### src/rtl/fpga_link_arbiter.sv
// Four-requester round-robin arbiter that hands one byte at a time to a link
// transmitter, waits for its end-of-transfer pulse, and aborts on timeout.
module fpga_link_arbiter #(
    parameter int unsigned TIMEOUT = 1023
) (
    input  logic        clk,
    input  logic        reset,
    input  logic [3:0]  req,
    input  logic [31:0] reqData,
    input  logic        finishSent,
    output logic [3:0]  grant,
    output logic [3:0]  done,
    output logic [3:0]  timeoutErr,
    output logic [7:0]  txData,
    output logic        sent,
    output logic        linkReset,
    output logic        busy
);

    typedef enum logic [2:0] {
        ST_IDLE  = 3'd0,
        ST_LOAD  = 3'd1,
        ST_WAIT  = 3'd2,
        ST_DONE  = 3'd3,
        ST_ABORT = 3'd4
    } state_t;

    localparam logic [15:0] CNT_LAST = 16'(TIMEOUT - 32'd1);

    state_t      state_r;
    state_t      state_s;
    logic [1:0]  ptr_r;
    logic [1:0]  idx_r;
    logic [15:0] cnt_r;
    logic [1:0]  win_s;
    logic [1:0]  cand_s;
    logic        found_s;

    function automatic logic [3:0] onehot(input logic [1:0] idx);
        logic [3:0] v;
        v = 4'b0000;
        v[idx] = 1'b1;
        return v;
    endfunction

    // Round-robin search: starts just after the last served requester.
    always_comb begin
        win_s   = ptr_r;
        found_s = 1'b0;
        cand_s  = ptr_r;
        for (int k = 1; k <= 4; k++) begin
            cand_s = ptr_r + 2'(k);
            if (!found_s && req[cand_s]) begin
                found_s = 1'b1;
                win_s   = cand_s;
            end else begin
                found_s = found_s;
            end
        end
    end

    // Next-state logic; finishSent only matters while waiting.
    always_comb begin
        state_s = state_r;
        case (state_r)
            ST_IDLE: begin
                if (found_s) begin
                    state_s = ST_LOAD;
                end else begin
                    state_s = ST_IDLE;
                end
            end
            ST_LOAD: state_s = ST_WAIT;
            ST_WAIT: begin
                if (finishSent) begin
                    state_s = ST_DONE;
                end else if (cnt_r == CNT_LAST) begin
                    state_s = ST_ABORT;
                end else begin
                    state_s = ST_WAIT;
                end
            end
            ST_DONE:  state_s = ST_IDLE;
            ST_ABORT: state_s = ST_IDLE;
            default:  state_s = ST_IDLE;
        endcase
    end

    // State register and strobes, registered from the upcoming state so they
    // line up exactly with the state they describe.
    always_ff @(posedge clk or posedge reset) begin
        if (reset) begin
            state_r    <= ST_IDLE;
            sent       <= 1'b0;
            busy       <= 1'b0;
            linkReset  <= 1'b0;
            done       <= 4'b0000;
            timeoutErr <= 4'b0000;
        end else begin
            state_r    <= state_s;
            sent       <= (state_s == ST_LOAD);
            busy       <= (state_s != ST_IDLE);
            linkReset  <= (state_s == ST_ABORT);
            done       <= (state_s == ST_DONE)  ? grant : 4'b0000;
            timeoutErr <= (state_s == ST_ABORT) ? grant : 4'b0000;
        end
    end

    // Transfer datapath: grant, captured byte, wait counter, priority pointer.
    always_ff @(posedge clk or posedge reset) begin
        if (reset) begin
            grant  <= 4'b0000;
            txData <= 8'h00;
            idx_r  <= 2'd0;
            cnt_r  <= 16'd0;
            ptr_r  <= 2'd3;
        end else begin
            case (state_r)
                ST_IDLE: begin
                    if (found_s) begin
                        grant  <= onehot(win_s);
                        idx_r  <= win_s;
                        txData <= reqData[{win_s, 3'b000} +: 8];
                        cnt_r  <= 16'd0;
                    end else begin
                        grant  <= 4'b0000;
                    end
                end
                ST_LOAD: cnt_r <= 16'd0;
                ST_WAIT: begin
                    cnt_r <= cnt_r + 16'd1;
                    if (state_s != ST_WAIT) begin
                        ptr_r <= idx_r;
                    end else begin
                        ptr_r <= ptr_r;
                    end
                end
                ST_DONE:  grant <= 4'b0000;
                ST_ABORT: grant <= 4'b0000;
                default:  grant <= 4'b0000;
            endcase
        end
    end

endmodule

### config.mk
export PLATFORM = sky130hd
export DESIGN_NAME = fpga_link_arbiter
export DESIGN_NICKNAME = d
export VERILOG_FILES = /design/src/rtl/fpga_link_arbiter.sv
export SDC_FILE = /design/constraint.sdc
export NUM_CORES = 1
export LEC_CHECK = 0
export BUFFER_PORTS_ARGS = -buffer_cell sky130_fd_sc_hd__buf_2
export CELL_PAD_IN_SITES_DETAIL_PLACEMENT = 1
export CELL_PAD_IN_SITES_GLOBAL_PLACEMENT = 1
export CORE_UTILIZATION = 36
export DETAILED_ROUTE_END_ITERATION = 10
export HOLD_SLACK_MARGIN = 0.06
export MAX_ROUTING_LAYER = met4
export PLACE_DENSITY_LB_ADDON = 0.1
export SYNTH_ARGS = -nofsm -noshare
export SYNTH_HDL_FRONTEND = slang
export SYNTH_SLANG_ARGS = --single-unit
### constraint.sdc
create_clock -name clk -period 2.1 [get_ports clk]
set_input_delay 0.42 -clock clk [delete_from_list [all_inputs] [get_ports clk]]
set_output_delay 0.42 -clock clk [all_outputs]
set_load 0.005 [all_outputs]
# [Yosys cells after proc, flatten, opt, wreduce, memory -nomap -nowiden]
# Cells that the tools add are included.
[totals] output_inout_bits=23 input_bits=39 register_bits=46 wordCells=72
[op_classes] mux=28 n_reduce_logical=14 n_addsub=4 eq_ne=8 order_cmp=6 shifts=1
[ops] operator="$pmux W16 S3" count=1
[ops] operator="$shiftx A32 B6 Y8" count=1
[ops] operator="$add A16 B1 Y16 const B" count=1
[ops] operator="$eq A16 B10 Y1 const B" count=1
[ops] operator="$mux W16" count=1
[ops] operator="$lt A2 B3 Y1 const B" count=5
[ops] operator="$mux W4" count=3
[ops] operator="$mux W1" count=10
[ops] operator="$pmux W3 S3" count=1
[ops] operator="$bmux W1 S2" count=4
[ops] operator="$mux W2" count=4
[ops] operator="$pmux W4 S2" count=1
[ops] operator="$eq A3 B1 Y1 const B" count=2
[ops] operator="$eq A3 B2 Y1 const B" count=2
[ops] operator="$mux W3" count=2
[ops] operator="$reduce_and A2 Y1" count=3
[ops] operator="$reduce_bool A3 Y1" count=2
[ops] operator="$add A2 B2 Y2 const B" count=2
[ops] operator="$logic_and A1 B1 Y1" count=4
[ops] operator="$eq A3 B3 Y1 const B" count=1
[ops] operator="$logic_not A1 Y1" count=3
[ops] operator="$logic_not A3 Y1" count=1
[ops] operator="$ne A3 B2 Y1 const B" count=1
[ops] operator="$add A2 B1 Y2 const B" count=1
[ops] operator="4 further kinds" count=4

# [Depth between registers and ports, before layout]
[depth] depth_word=19 ltp_mapped=8 depth_no_buf=7

# [Worst setup path before layout]
# OpenSTA, ideal clock, no wires.
[synth_timing] path_type="register -> register" startpoint="register ptr_r[0]" endpoint="register txData[0]" path_buffers=2 period_less_slack_ps=2162 stages_incl_launch_ff=8 setup_slack_ps=-62 arrival_time_ps=2036 required_time_ps=1974 cell_sequence="dfstp_2 -> nor2b_1 -> o21a_1 -> buf_2 -> nor3_1 -> buf_2 -> mux2_2 -> a221o_1"
[synth_between] elab_chain_cells=14 word_cells_on_any_way=27 classes_between="3 x add/sub; 1 x shift; 16 x mux; 7 x reduce/logical"
[synth_rtl] element="start: declaration" line="32" rtl="logic [1:0] ptr_r;"
[synth_rtl] element="start signal: assignment" line="133" rtl="ptr_r <= idx_r;"
[synth_rtl] element="start signal: assignment" line="135" rtl="ptr_r <= ptr_r;"
[synth_rtl] element="$add A2 B1 Y2" line="52" rtl="cand_s = ptr_r + 2'(k);"
[synth_rtl] element="$bmux W1 S2" line="53" rtl="if (!found_s && req[cand_s]) begin"
[synth_rtl] element="$mux W1 (implied by the code)" line="53"
[synth_rtl] element="$mux W1" line="53"
[synth_rtl] element="$logic_not A1 Y1" line="53"
[synth_rtl] element="$logic_and A1 B1 Y1" line="53"
[synth_rtl] element="$mux W1" line="53"
[synth_rtl] element="$logic_not A1 Y1" line="53"
[synth_rtl] element="$logic_and A1 B1 Y1" line="53"
[synth_rtl] element="$mux W1" line="53"
[synth_rtl] element="$logic_not A1 Y1" line="53"
[synth_rtl] element="$logic_and A1 B1 Y1" line="53"
[synth_rtl] element="$mux W2 or $mux W1 (tied branches)" line="53"
[synth_rtl] element="$shiftx A32 B6 Y8 or $reduce_and A2 Y1 (tied branches)"
[synth_rtl] element="end signal: assignment" line="123" rtl="txData <= reqData[{win_s, 3'b000} +: 8];"
[synth_rtl] element="end: declaration" line="14" rtl="output logic [7:0] txData,"
# Several ways; a longest one is shown, not always the timed one. The select of a mux whose other input is x is not followed.
# A chain may end at the register's enable or synchronous reset.

# [Final worst setup path]
[layout_timing] startpoint="register cnt_r[0]" endpoint="register ptr_r[0]"
[layout_between] elab_chain_cells=6
[layout_rtl] element="start: declaration" line="34" rtl="logic [15:0] cnt_r;"
[layout_rtl] element="start signal: assignment" line="131" rtl="cnt_r <= cnt_r + 16'd1;"
[layout_rtl] element="$eq A16 B10 Y1" line="77" rtl="end else if (cnt_r == CNT_LAST) begin"
[layout_rtl] element="$mux W3" line="77"
[layout_rtl] element="$mux W3" line="75" rtl="if (finishSent) begin"
[layout_rtl] element="$pmux W3 S3" line="65" rtl="case (state_r)"
[layout_rtl] element="named net state_s[2]" line="31" rtl="state_t state_s;"
[layout_rtl] element="$ne A3 B2 Y1" line="132" rtl="if (state_s != ST_WAIT) begin"
[layout_rtl] element="$reduce_and A2 Y1 (no source line)"
# The timed path passes the listed nets, and every way through them passes these cells.

==> flow_summary.json <==
{
  "outcome": "finished, final reports clean",
  "ctsHtreeMaxLevel": 2,
  "hold_viol_final": 0,
  "ff2ff_setup_slack_ps": 50,
  "rsz0062_at_grt": "yes",
  "synth_edf_count": 0,
  "port_buffers": 61,
  "grt_pass1_vias": 2058,
  "synth_nets": 273,
  "stdcell_count": 392,
  "worst_pin_slew_ps": 1190,
  "swShare": 0.386,
  "syn_area_per_cell_um2": 10.1,
  "ys_types": 47,
  "dieArea_mm2": 0.00683,
  "ios": 62,
  "cpPeakStageDelay_ps": 460,
  "grt_max_degree": 47,
  "critPathLaunch": "cnt_r[0]",
  "clock-sinks": 46,
  "fin_nets": 355,
  "critical_path.max_fanout": 2,
  "startpoint_type": "flip-flop",
  "p_sw_w": 0.00133,
  "diodes": 0,
  "ys_seq_area_frac": 0.493,
  "route.detailed.drc": 0,
  "crit_path_end_kind": "flip-flop",
  "synthArstFlopShare": 1.00,
  "gr-total-overflow": 0,
  "dp_slack_ps": -25.7,
  "worst-setup-path-type": "reg2reg",
  "dp.cells": 383,
  "routabilityCongestion": 0.757,
  "grt_pass1_wl_um": 10100,
  "p_int_w": 0.00211,
  "cts_made_buffers": 5,
  "viasPerCell": 5.32,
  "start_util": 0.371,
  "clk_latency_ps": 300,
  "critPathBufInv": 1,
  "area.growth.synth_to_final_pct": 28.4,
  "cp_slowest_cell": "or4b_4",
  "drv_slew": 0,
  "finalCritPeriodShare": 0.978,
  "fin_area_mm2": 0.00301,
  "powerDensity_mw_per_mm2": 1150,
  "critical_path_required_ps": 2340,
  "dpl_cell_area_mm2": 0.00288,
  "synthFlopType": "dfrtp_1",
  "leakagePower_nw": 1.47,
  "holdWs_ps": 260,
  "skew_ps": 9.70,
  "period_needed_ps": 2050,
  "setup_viol": 0,
  "setup_slack_ps": 46.0,
  "fmax_mhz": 487,
  "p_comb_frac": 0.464,
  "rows": 29,
  "cts_tree": "done",
  "drive_gt1_frac": 0.378,
  "reg2reg_from": "cnt_r[0]",
  "seq_power_share": 0.358,
  "cp.arrival_ps": 2290,
  "num_vias": 2087,
  "max_cap_violations": 0,
  "dr.pass1.iters": 4,
  "max_slew_margin": 0.201,
  "vdd_ir_drop_max_uv": 585,
  "core_mm2": 0.00631,
  "crit_family": "simple AND/OR/NAND/NOR gates",
  "finalWirelength_um": 6500,
  "power_frac_clock": 0.177,
  "power_w": 0.00345,
  "grt_antenna_before_repair": 0,
  "grt_use_total": 0.207,
  "wl_per_cell_um": 16.6,
  "ys_warn_count": 0,
  "root_buffer": "clkbuf_8",
  "clk_path_buf_depth": 2,
  "antenna_left": 0,
  "hold_class": "in2async",
  "cts_hold_buf": 0,
  "die_y_um": 82.7,
  "ys_ff_latch": 46,
  "crit_chain": "inv_1 > ha_1 > or4b_4 > or3_4 > nor4_4 > a21oi_2 > mux2_1",
  "dpl.hpwl_um": 4790,
  "drt_iter0_drc": 106,
  "synthCells": 232,
  "die_width_um": 82.7,
  "clk_pin_slew_ps": 90,
  "synth_area_mm2": 0.00234
}
metrics by stage:
stage | utilization | TNS, ps
2_1_floorplan | - | 0
3_3_place_gp | 0.456 | 0
3_5_place_dp | 0.456 | -33.3
4_1_cts | 0.473 | 0
5_1_grt | 0.476 | -55.1
6_report | 0.476 | 0
per-layer routing:
metal	track usage	part of all wire	up-vias
met4	0.0569	0.012	0
met3	0.0363	0.033	6
li1	-	-	1007
met1	0.249	0.47	1028
met5	-	0	-
met2	0.353	0.49	46
Yosys cell counts (all sizes together), types with 2 or more instances:
cell / count / share of area
dfrtp: 44 / 0.47
nand2: 25 / 0.041
nor2: 14 / 0.022
o21ai: 13 / 0.028
nand4: 11 / 0.029
o31ai: 10 / 0.032
a21oi: 9 / 0.022
and2: 7 / 0.021
and3: 7 / 0.019
clkbuf: 6 / 0.0096
nand3: 6 / 0.013
nor4: 6 / 0.022
xnor2: 6 / 0.022
a21bo: 5 / 0.021
mux2: 5 / 0.024
mux2i: 5 / 0.021
o211ai: 5 / 0.016
buf: 4 / 0.0080
inv: 4 / 0.0064
nand2b: 4 / 0.011
nor3: 4 / 0.0085
xor2: 4 / 0.015
a221o: 3 / 0.013
or3: 3 / 0.010
a21o: 2 / 0.0064
a22o: 2 / 0.0075
dfstp: 2 / 0.022
ha: 2 / 0.011
nor2b: 2 / 0.0053
o21a: 2 / 0.0064
or3b: 2 / 0.0075
cell families after synthesis:
logic type | synth area share
simple gates | 0.227
compound gates | 0.163
flops | 0.493
buf+inv | 0.0240
xor+xnor | 0.0374
mux | 0.0454
fa+ha+maj | 0.0107
final cells by class:
cell class	count	area, um2
Inverter	4	15.0
Tap cell	77	96.3
Timing Repair Buffer	85	485
Sequential cell	46	1150
Clock buffer	7	96.3
Fill cell	747	3310
Multi-Input combinational cell	172	1150
Clock inverter	1	8.76
path summary, 6_finish.rpt:
check                           endpoint  depth (start not counted)
max                             ptr_r[0]                          7
max reg2reg                     ptr_r[0]                          7
min in group clk               txData[5]                          3
max in group asynchronous     state_r[0]                          3
min reg2reg                     ptr_r[0]                          1
min                        timeoutErr[0]                          3
layout by cell type (no fill, tap or decap), types with 5 or more instances in the layout:
cell type | Yosys | routed
o21ai_0 | 12 | 12
nor4_1 | 5 | 5
nand4_1 | 11 | 11
mux2i_1 | 5 | 5
xnor2_1 | 6 | 6
dfrtp_1 | 44 | 44
and3_1 | 7 | 7
nor2_1 | 14 | 14
a21bo_2 | 5 | 5
nand3_1 | 6 | 6
a21oi_1 | 7 | 7
o31ai_1 | 10 | 10
o211ai_1 | 5 | 5
buf_2 | 3 | 61
nand2_1 | 24 | 24
clkbuf_8 | 0 | 7
buf_4 | 0 | 24
worst reg2reg max path, cell delays in order, from the launching register on:
cell and delay [ps]:
dfrtp_1 390, inv_1 60, ha_1 140, or4b_4 460, or3_4 360, nor4_4 180, a21oi_2 80, mux2_1 320
state kept, by name, summed over array words and instances (netlist names):
name        flops
busy            1
cnt_r          16
done            4
grant           4
idx_r           2
linkReset       1
ptr_r           2
sent            1
state_r         3
timeoutErr      4
txData          8
power by group through the flow:
| stage | combinational, W | sequential [W] | clock (W) |
|---|---|---|---|
| after floorplan | 0.000947 | 0.00122 | 0 |
| after global placement | 0.00155 | 0.00125 | 0 |
| after detailed placement | 0.00159 | 0.00124 | 0 |
| after CTS | 0.00160 | 0.00123 | 0.000632 |
| after global routing | 0.00176 | 0.00126 | 0.000655 |
| final | 0.00160 | 0.00123 | 0.000611 |
timing repair:
item,in CTS,in global routing
resized for setup,0,3
setup buffers,0,1
setup endpoints to repair,0,8
No activity file was read; power rests on OpenSTA's default activity.
